## src/rtl/dmem_arbiter_pkg.sv

```systemverilog
// ---------------------------------------------------------------------------
// dmem_arbiter_pkg
// Shared definitions for the data-memory arbiter: FSM state encoding, data
// width and burst counter width.
// ---------------------------------------------------------------------------
package dmem_arbiter_pkg;

   localparam int DATA_W = 16;
   localparam int CNT_W  = 4;   // burst counter, holds BURST_MAX up to 15

   typedef enum logic [1:0] {
      IDLE = 2'd0,
      OWN0 = 2'd1,
      OWN1 = 2'd2
   } arb_state_t;

endpackage : dmem_arbiter_pkg

```

## src/rtl/dmem_arbiter_rd_return.sv

```systemverilog
// ---------------------------------------------------------------------------
// dmem_arbiter_rd_return
// Per-requester read-return register. Captures memory read data on a granted
// read and raises a one-cycle valid strobe on the following cycle. The data
// register holds its value until the next captured read.
//
// Ports:
//   clk      in   system clock
//   reset    in   synchronous active-high reset
//   capture  in   granted read this cycle
//   din      in   memory read data (combinational from memory)
//   rdata    out  registered read data
//   rvalid   out  one-cycle strobe, cycle after a granted read
// ---------------------------------------------------------------------------
module dmem_arbiter_rd_return
   import dmem_arbiter_pkg::*;
(
   input  logic              clk,
   input  logic              reset,
   input  logic              capture,
   input  logic [DATA_W-1:0] din,
   output logic [DATA_W-1:0] rdata,
   output logic              rvalid
);

   always_ff @(posedge clk) begin
      if (reset) begin
         rdata  <= '0;
         rvalid <= 1'b0;
      end else begin
         rvalid <= capture;
         if (capture) begin
            rdata <= din;
         end
      end
   end

endmodule : dmem_arbiter_rd_return

```

## src/rtl/dmem_arbiter.sv

```systemverilog
// ---------------------------------------------------------------------------
// dmem_arbiter
// Shares a single-port 16-bit data memory between requester 0 (CPU load/store)
// and requester 1 (debug/DMA loader). One access is granted per cycle.
// Ownership is round-robin with a bounded burst: the owner keeps the memory
// while it requests, but hands over after BURST_MAX grants if the other side
// is waiting.
//
// Handshake: a requester raises mx_req with mx_we/mx_addr/mx_wdata stable and
// holds them until mx_gnt is seen high in the same cycle; each cycle with
// mx_gnt high is one completed transfer. Holding mx_req across consecutive
// grants streams back-to-back transfers, with new we/addr/wdata presented
// after each granted cycle. Read data returns on mx_rdata with mx_rvalid high
// for exactly one cycle, the cycle after the granted read.
//
// Ports:
//   clk, reset                  clock, synchronous active-high reset
//   m0_req/we/addr/wdata        requester 0 access request
//   m0_gnt                      requester 0 access performed this cycle
//   m0_rdata/m0_rvalid          requester 0 read return
//   m1_*                        same for requester 1
//   mem_write_en/read_en        memory strobes
//   mem_addr/mem_wdata          memory address and write data
//   mem_rdata                   memory read data (combinational)
// ---------------------------------------------------------------------------
module dmem_arbiter
   import dmem_arbiter_pkg::*;
#(
   parameter int BURST_MAX = 4
) (
   input  logic              clk,
   input  logic              reset,
   input  logic              m0_req,
   input  logic              m0_we,
   input  logic [DATA_W-1:0] m0_addr,
   input  logic [DATA_W-1:0] m0_wdata,
   output logic              m0_gnt,
   output logic [DATA_W-1:0] m0_rdata,
   output logic              m0_rvalid,
   input  logic              m1_req,
   input  logic              m1_we,
   input  logic [DATA_W-1:0] m1_addr,
   input  logic [DATA_W-1:0] m1_wdata,
   output logic              m1_gnt,
   output logic [DATA_W-1:0] m1_rdata,
   output logic              m1_rvalid,
   output logic              mem_write_en,
   output logic              mem_read_en,
   output logic [DATA_W-1:0] mem_addr,
   output logic [DATA_W-1:0] mem_wdata,
   input  logic [DATA_W-1:0] mem_rdata
);

   localparam logic [CNT_W:0] BURST_LIM = (CNT_W+1)'(BURST_MAX);

   arb_state_t       state, state_nxt;
   logic [CNT_W-1:0] burst_cnt, burst_cnt_nxt;
   logic             last_owner, last_owner_nxt;

   logic             gnt_any;
   logic [CNT_W:0]   cnt_inc;
   logic             burst_done;

   // Grants are suppressed while reset is high so nothing reaches memory.
   assign m0_gnt  = !reset && (state == OWN0) && m0_req;
   assign m1_gnt  = !reset && (state == OWN1) && m1_req;
   assign gnt_any = m0_gnt || m1_gnt;

   // Count including this cycle's grant; burst_done means the owner has used
   // its full burst once this grant completes.
   assign cnt_inc    = {1'b0, burst_cnt} + {{CNT_W{1'b0}}, 1'b1};
   assign burst_done = gnt_any && (cnt_inc >= BURST_LIM);

   // ---- state register --------------------------------------------------
   always_ff @(posedge clk) begin
      if (reset) begin
         state      <= IDLE;
         burst_cnt  <= '0;
         last_owner <= 1'b1;
      end else begin
         state      <= state_nxt;
         burst_cnt  <= burst_cnt_nxt;
         last_owner <= last_owner_nxt;
      end
   end

   // ---- next-state logic ------------------------------------------------
   always_comb begin
      state_nxt      = state;
      burst_cnt_nxt  = burst_cnt;
      last_owner_nxt = last_owner;

      // Saturating count of grants by the current owner.
      if (gnt_any) begin
         burst_cnt_nxt = (cnt_inc >= BURST_LIM) ? BURST_LIM[CNT_W-1:0]
                                                : cnt_inc[CNT_W-1:0];
      end

      case (state)
         IDLE: begin
            burst_cnt_nxt = '0;
            if (m0_req && m1_req) begin
               // Tie goes to whoever did not own the memory last.
               state_nxt = last_owner ? OWN0 : OWN1;
            end else if (m0_req) begin
               state_nxt = OWN0;
            end else if (m1_req) begin
               state_nxt = OWN1;
            end
         end
         OWN0: begin
            if (m1_req && (!m0_req || burst_done)) begin
               state_nxt      = OWN1;
               burst_cnt_nxt  = '0;
               last_owner_nxt = 1'b0;
            end else if (!m0_req && !m1_req) begin
               state_nxt      = IDLE;
               burst_cnt_nxt  = '0;
               last_owner_nxt = 1'b0;
            end
         end
         OWN1: begin
            if (m0_req && (!m1_req || burst_done)) begin
               state_nxt      = OWN0;
               burst_cnt_nxt  = '0;
               last_owner_nxt = 1'b1;
            end else if (!m1_req && !m0_req) begin
               state_nxt      = IDLE;
               burst_cnt_nxt  = '0;
               last_owner_nxt = 1'b1;
            end
         end
         default: begin
            state_nxt     = IDLE;
            burst_cnt_nxt = '0;
         end
      endcase
   end

   // ---- output logic: memory port mux -----------------------------------
   always_comb begin
      mem_write_en = 1'b0;
      mem_read_en  = 1'b0;
      mem_addr     = '0;
      mem_wdata    = '0;
      if (m0_gnt) begin
         mem_write_en = m0_we;
         mem_read_en  = !m0_we;
         mem_addr     = m0_addr;
         mem_wdata    = m0_wdata;
      end else if (m1_gnt) begin
         mem_write_en = m1_we;
         mem_read_en  = !m1_we;
         mem_addr     = m1_addr;
         mem_wdata    = m1_wdata;
      end
   end

   // ---- read return -----------------------------------------------------
   dmem_arbiter_rd_return u_rd0 (
      .clk     (clk),
      .reset   (reset),
      .capture (m0_gnt && !m0_we),
      .din     (mem_rdata),
      .rdata   (m0_rdata),
      .rvalid  (m0_rvalid)
   );

   dmem_arbiter_rd_return u_rd1 (
      .clk     (clk),
      .reset   (reset),
      .capture (m1_gnt && !m1_we),
      .din     (mem_rdata),
      .rdata   (m1_rdata),
      .rvalid  (m1_rvalid)
   );

endmodule : dmem_arbiter

```

## config.mk

```make
export PLATFORM = sky130hd
export DESIGN_NAME = dmem_arbiter
export DESIGN_NICKNAME = d
export VERILOG_FILES = /design/src/rtl/dmem_arbiter_pkg.sv /design/src/rtl/dmem_arbiter_rd_return.sv /design/src/rtl/dmem_arbiter.sv
export SDC_FILE = /design/constraint.sdc
export NUM_CORES = 1
export LEC_CHECK = 0
export CORE_MARGIN = 2
export CORE_UTILIZATION = 51
export CTS_CLUSTER_SIZE = 12
export DETAILED_ROUTE_END_ITERATION = 12
export DONT_BUFFER_PORTS = 1
export PLACE_DENSITY = 0.73
export SLEW_MARGIN = 10
export SYNTH_ARGS = -nofsm -noshare
export SYNTH_HDL_FRONTEND = slang
export SYNTH_HIERARCHICAL = 1
export SYNTH_SLANG_ARGS = --single-unit
```

## constraint.sdc

```tcl
create_clock -name clk -period 2.6 [get_ports clk]
set_clock_uncertainty 0.1 [all_clocks]
set_input_delay 0.26 -clock clk [delete_from_list [all_inputs] [get_ports clk]]
set_output_delay 0.26 -clock clk [all_outputs]
set_load 0.02 [all_outputs]
```

=== Word level (Yosys, flattened, before mapping) ===
Cells that the tools add are included.

* Register bits after elaboration: 41
* Logic and storage cells: 63
* Input port bits: 86

* Add/subtract/negate cells: 1
* Reductions and logical operators: 22
* Magnitude comparators: 1
* Equality and inequality tests: 5
* Muxes and demuxes: 27

{| class="wikitable"
|+ Operators with widths
! kind !! number
|-
| $mux 16 || 4
|-
| $mux 4 || 5
|-
| $mux 2 || 7
|-
| $logic_and 1x1->1 || 11
|-
| $mux 1 || 8
|-
| $pmux 4 s2 || 1
|-
| $ne 3x1->1 const B || 2
|-
| $pmux 2 s3 || 1
|-
| $add 4x1->5 const B || 1
|-
| $ge 5x3->1 const B || 1
|-
| $logic_not 1->1 || 5
|-
| $ne 4x4->1 const B || 1
|-
| $logic_or 1x1->1 || 3
|-
| $reduce_and 3->1 || 1
|-
| $eq 2x1->1 const B || 1
|-
| $eq 2x2->1 const B || 1
|-
| $logic_not 2->1 || 1
|-
| $pmux 1 s2 || 1
|-
| $reduce_bool 2->1 || 1
|}

=== Longest topological paths before layout ===
* Depth in word-level cells: 9
* Mapped depth: 8

=== Cells and area by module ===
Netlist, hierarchy kept.

{| class="wikitable"
|+ Modules (own cells, without submodules)
! module !! cells each !! seq. area each (µm²) !! instances !! area each (µm²)
|-
| dmem_arbiter_rd_return || 54 || 340.3 || 2 || 608.1
|-
| dmem_arbiter || 110 || 140.1 || 1 || 947.2
|}

=== Worst setup path after synthesis ===
No wires, ideal clock.

* Path type: register to output
* Start point: register state[1]
* End point: output port mem_addr[0]
* Cell stages (with the launch flop): 8
* Required time: 2.240 ns
* Setup slack: 0.716 ns
* Data arrival time: 1.524 ns
* Path through: dfxtp_1 > inv_1 > ha_1 > nand2_4 > nor2_4 > nor3_4 > buf_6 > a22o_1

* Longest elaborated chain between the ends: 5
* Elaborated cells between the ends (all ways): 8

{| class="wikitable"
|+ RTL lines
! what !! RTL line !! RTL
|-
| start, declared || dmem_arbiter.sv:56 || <nowiki>arb_state_t state, state_nxt;</nowiki>
|-
| start signal, assigned || dmem_arbiter.sv:81 || <nowiki>state <= state_nxt;</nowiki>
|-
| $eq 2x2->1 || dmem_arbiter.sv:66 || <nowiki>assign m1_gnt = !reset && (state == OWN1) && m1_req;</nowiki>
|-
| $logic_and 1x1->1 (2 in series) || dmem_arbiter.sv:66 ||
|-
| $mux 16 || dmem_arbiter.sv:151 || <nowiki>end else if (m1_gnt) begin</nowiki>
|-
| $mux 16 (*) || dmem_arbiter.sv:146 || <nowiki>if (m0_gnt) begin</nowiki>
|-
| end, declared || dmem_arbiter.sv:49 || <nowiki>output logic [DATA_W-1:0] mem_addr,</nowiki>
|}

Mark *: on every way between the ends. The rest lies on a longest branch, timed or not.

=== Worst setup path after layout ===
* Start point: register state[1]
* End point: output port mem_addr[13]

The elaborated chain is that of the path after synthesis.

==> summary.md <==
| Metric | Value |
|---|---|
| Core ar. | `around 0.004 mm²` |
| Synth top area cells | `dfxtp_1 38%, mux2i_1 15%, a22o_1 13%` |
| Root buffer cell | `clkbuf_8` |
| Syn Inst Count | `about 220` |
| CP top delay family | `buffers and inverters` |
| Minimum hold slack | `between 20 and 25 ps` |
| First-pass GRT wire length | `7240 µm` |
| I/O pin total | `approximately 160` |
| Hold/Removal Path Class | `input pin to register` |
| Distinct cells, synth | `40` |
| Initial Util | `0.537` |
| Most common cell after layout, fill and taps aside | `dfxtp_1` |
| Core Rows | `23` |
| CP startpoint kind | `register` |
| Nets | `approximately 310` |
| TritonRoute pass-1 iters | `4` |
| Area share of the largest cell type after synthesis | `0.379` |
| Critical path peak fanout | `33` |
| Required @ worst endpoint | `roughly 2200 ps` |
| CTS Buffer Depth | `2` |
| Antenna viol nets, final | `0` |
| Setup TNS | `0 ps` |
| RSZ-0062 raised after global routing | `no` |
| PortBufs | `0` |
| Worst-path cell chain | `inv_1 > ha_1 > nand2_4 > nor2_4 > nor3_4 > buf_4 > a22o_1` |
| Die area | `between 0.004 and 0.005 mm²` |
| Flop2flop setup slack | `between 600 and 700 ps` |
| Largest net degree at the start of global routing | `38` |
| DRT iter0 DRCs | `76` |
| Pleak | `just over 0.8 nW` |
| Final Max Slew Viols | `0` |
| Instance count on the critical path | `7` |
| Worst setup startpoint | `state[1]` |
| Width of the die | `69.1 µm` |
| Wire per inst | `17.6 µm` |
| Die height | `a little under 70 µm` |
| Fmax achieved | `approximately 420 MHz` |
| Placer Congestion | `0.836` |
| Fillers | `about 370` |
| Vias in the first global route | `about 1500` |
| Pwr dens | `between 500 and 600 mW/mm²` |
| Most frequent cells in the layout | `41 x dfxtp_1, 35 x nor2_1, 33 x a22o_1` |
| Reg2Reg Depth | `7` |
| Final Hold Viols | `0` |
| CTS tree | `built` |
| FF-to-FF Start | `state[0]` |
| Wirelength, routed | `between 4000 and 5000 µm` |
| Critical path type | `register to output pin` |
| Ant. Diodes | `0` |
| Bufs and invs on worst path | `2` |
| Total number of vias | `1556` |
| CP peak stage delay | `a little under 400 ps` |
| R2R Path End | `u_rd1/rdata[13]` |
| H-tree depth | `2` |
| Peak VDD IR | `around 0.47 mV` |
| Share of post-route cells with drive strength above 1 | `0.108` |
| Post-synth top area cell | `dfxtp_1` |
| Sequential element share of the synthesized area | `0.379` |
| Syn_area_per_cell | `around 9.9 µm²` |
| Clk pin slew, worst setup/hold paths | `about 70 ps` |
| Worst EP arrival | `~2000 ps` |
| Post-detail-place hpwl | `about 3500 µm` |
| Sink Count | `41` |
| Cell Area, Synth | `between 0.002 and 0.0025 mm²` |
| Cts bufs inserted | `5` |
| Vias per inst | `~5.9` |
| CP endpoint | `mem_addr[13]` |
| Total grt overflow | `0` |
| Final Cycle Share | `0.915` |
| Clk_lat worst skew | `280 ps` |
| Status | `completed` |
| DRC | `0` |
| Global Route Usage Sum | `0.185` |
| P&R area growth vs syn | `2.31%` |
| Finish-stage setup viols | `0` |
| Syn Nets | `310` |
| Post-synthesis register bit count | `41` |
| Number of max-cap violations | `0` |
| YS warnings | `6` |
| CP endpoint kind | `output pin` |
| Slowest cell on the critical path | `dfxtp_1` |
| Initial antenna violation count | `0` |
| Final worst path period need | `2380 ps` |
metal layers:
layer	GRT usage	routed length, µm	vias up
met3	0.0643	359	6
met5	0	0	-
met1	0.239	2050	715
li1	-	-	764
met4	0.0458	45	0
met2	0.297	2180	71
power breakdown:
part | internal, mW | switching, mW | total, mW | leakage [nW]
clock network | 0.210 | 0.193 | 0.403 | 0.0443
registers | 0.648 | 0.0264 | 0.675 | 0.332
logic | 0.0863 | 0.142 | 0.228 | 0.429
worst reg2reg max path, delay by kind of cell, from the launching register on:
family	cells	cell delay [ps]
muxes	1	250
and+or+nand+nor	3	430
adders and majority gates	1	260
DFF	1	350
buffers and inverters	2	440
layout make-up:
| type | instances | area [µm²] | share of cell area |
|---|---|---|---|
| Clock buffer | 7 | 86.3 | 0.0390 |
| Inverter | 7 | 26.3 | 0.0119 |
| Multi-Input combinational cell | 153 | 1170 | 0.527 |
| Sequential cell | 41 | 821 | 0.371 |
| Tap cell | 50 | 62.6 | 0.0283 |
| Timing Repair Buffer | 5 | 50.0 | 0.0226 |
timing repair:
item                                   4_1_cts  5_1_grt
setup buffers                                0        0
endpoints found under the hold margin       37        0
resized for setup                            0        0
hold buffers                                 1        0
cell families (layout without fill, tap and decap cells):
group           after synthesis  after routing  synth area share
flops                        41             41             0.379
simple gates                 61             61             0.140
fa+ha+maj                     6              6            0.0347
other cells                   1              1           0.00173
compound gates               52             52             0.205
mux                          33             33             0.153
buf+inv                      24             19            0.0856
how the worst min path moves through the flow:
stage	startpoint	to	slack [ps]	depth (start not counted)
2_1_floorplan	mem_rdata[0]	u_rd0/rdata[0]	310	2
3_3_place_gp	reset	u_rd1/rdata[3]	240	1
3_5_place_dp	reset	u_rd0/rdata[14]	240	1
4_1_cts	mem_rdata[1]	u_rd1/rdata[1]	20	2
5_1_grt	mem_rdata[11]	u_rd0/rdata[11]	10	2
6_report	mem_rdata[1]	u_rd1/rdata[1]	20	2
synth_stat cells:
cell type,number
dfxtp_1,41
a41o_1,1
a31o_2,1
a31oi_1,3
a211oi_1,2
a21oi_2,1
nor3_1,2
or2_1,1
or2_4,1
nor2_1,35
conb_1,1
and2_4,1
nor2_4,1
a21oi_4,1
o221a_1,1
a22o_1,33
o21ai_4,1
mux2_1,1
nor3b_1,1
nor3_4,1
o22ai_1,1
nand2_4,1
and3_1,1
mux2i_1,32
o21ai_0,2
buf_6,7
ha_1,6
buf_2,8
nand2_1,7
nand3_1,2
a21o_1,1
a21oi_1,2
nor2b_1,4
buf_12,2
nor3_2,1
or3_1,1
o41ai_1,1
nand3b_1,1
o211ai_1,1
inv_1,7
through the flow:
step	cells	util	worst slack, ps	cell area (µm²)	power, mW
after floorplan	218	-	716	2160	0.900
after global placement	255	0.523	589	2110	0.902
after detailed placement	255	0.523	538	2110	0.905
after CTS	263	0.549	222	2210	1.32
after global routing	263	0.549	82.2	2210	1.37
final	263	0.549	222	2210	1.31
sequential cells by signal (all words and copies together) (netlist names):
| register | flops |
|---|---|
| burst_cnt | 4 |
| last_owner | 1 |
| state | 2 |
| u_rd0/rdata | 16 |
| u_rd0/rvalid | 1 |
| u_rd1/rdata | 16 |
| u_rd1/rvalid | 1 |
(Power assumes the default switching activity.)
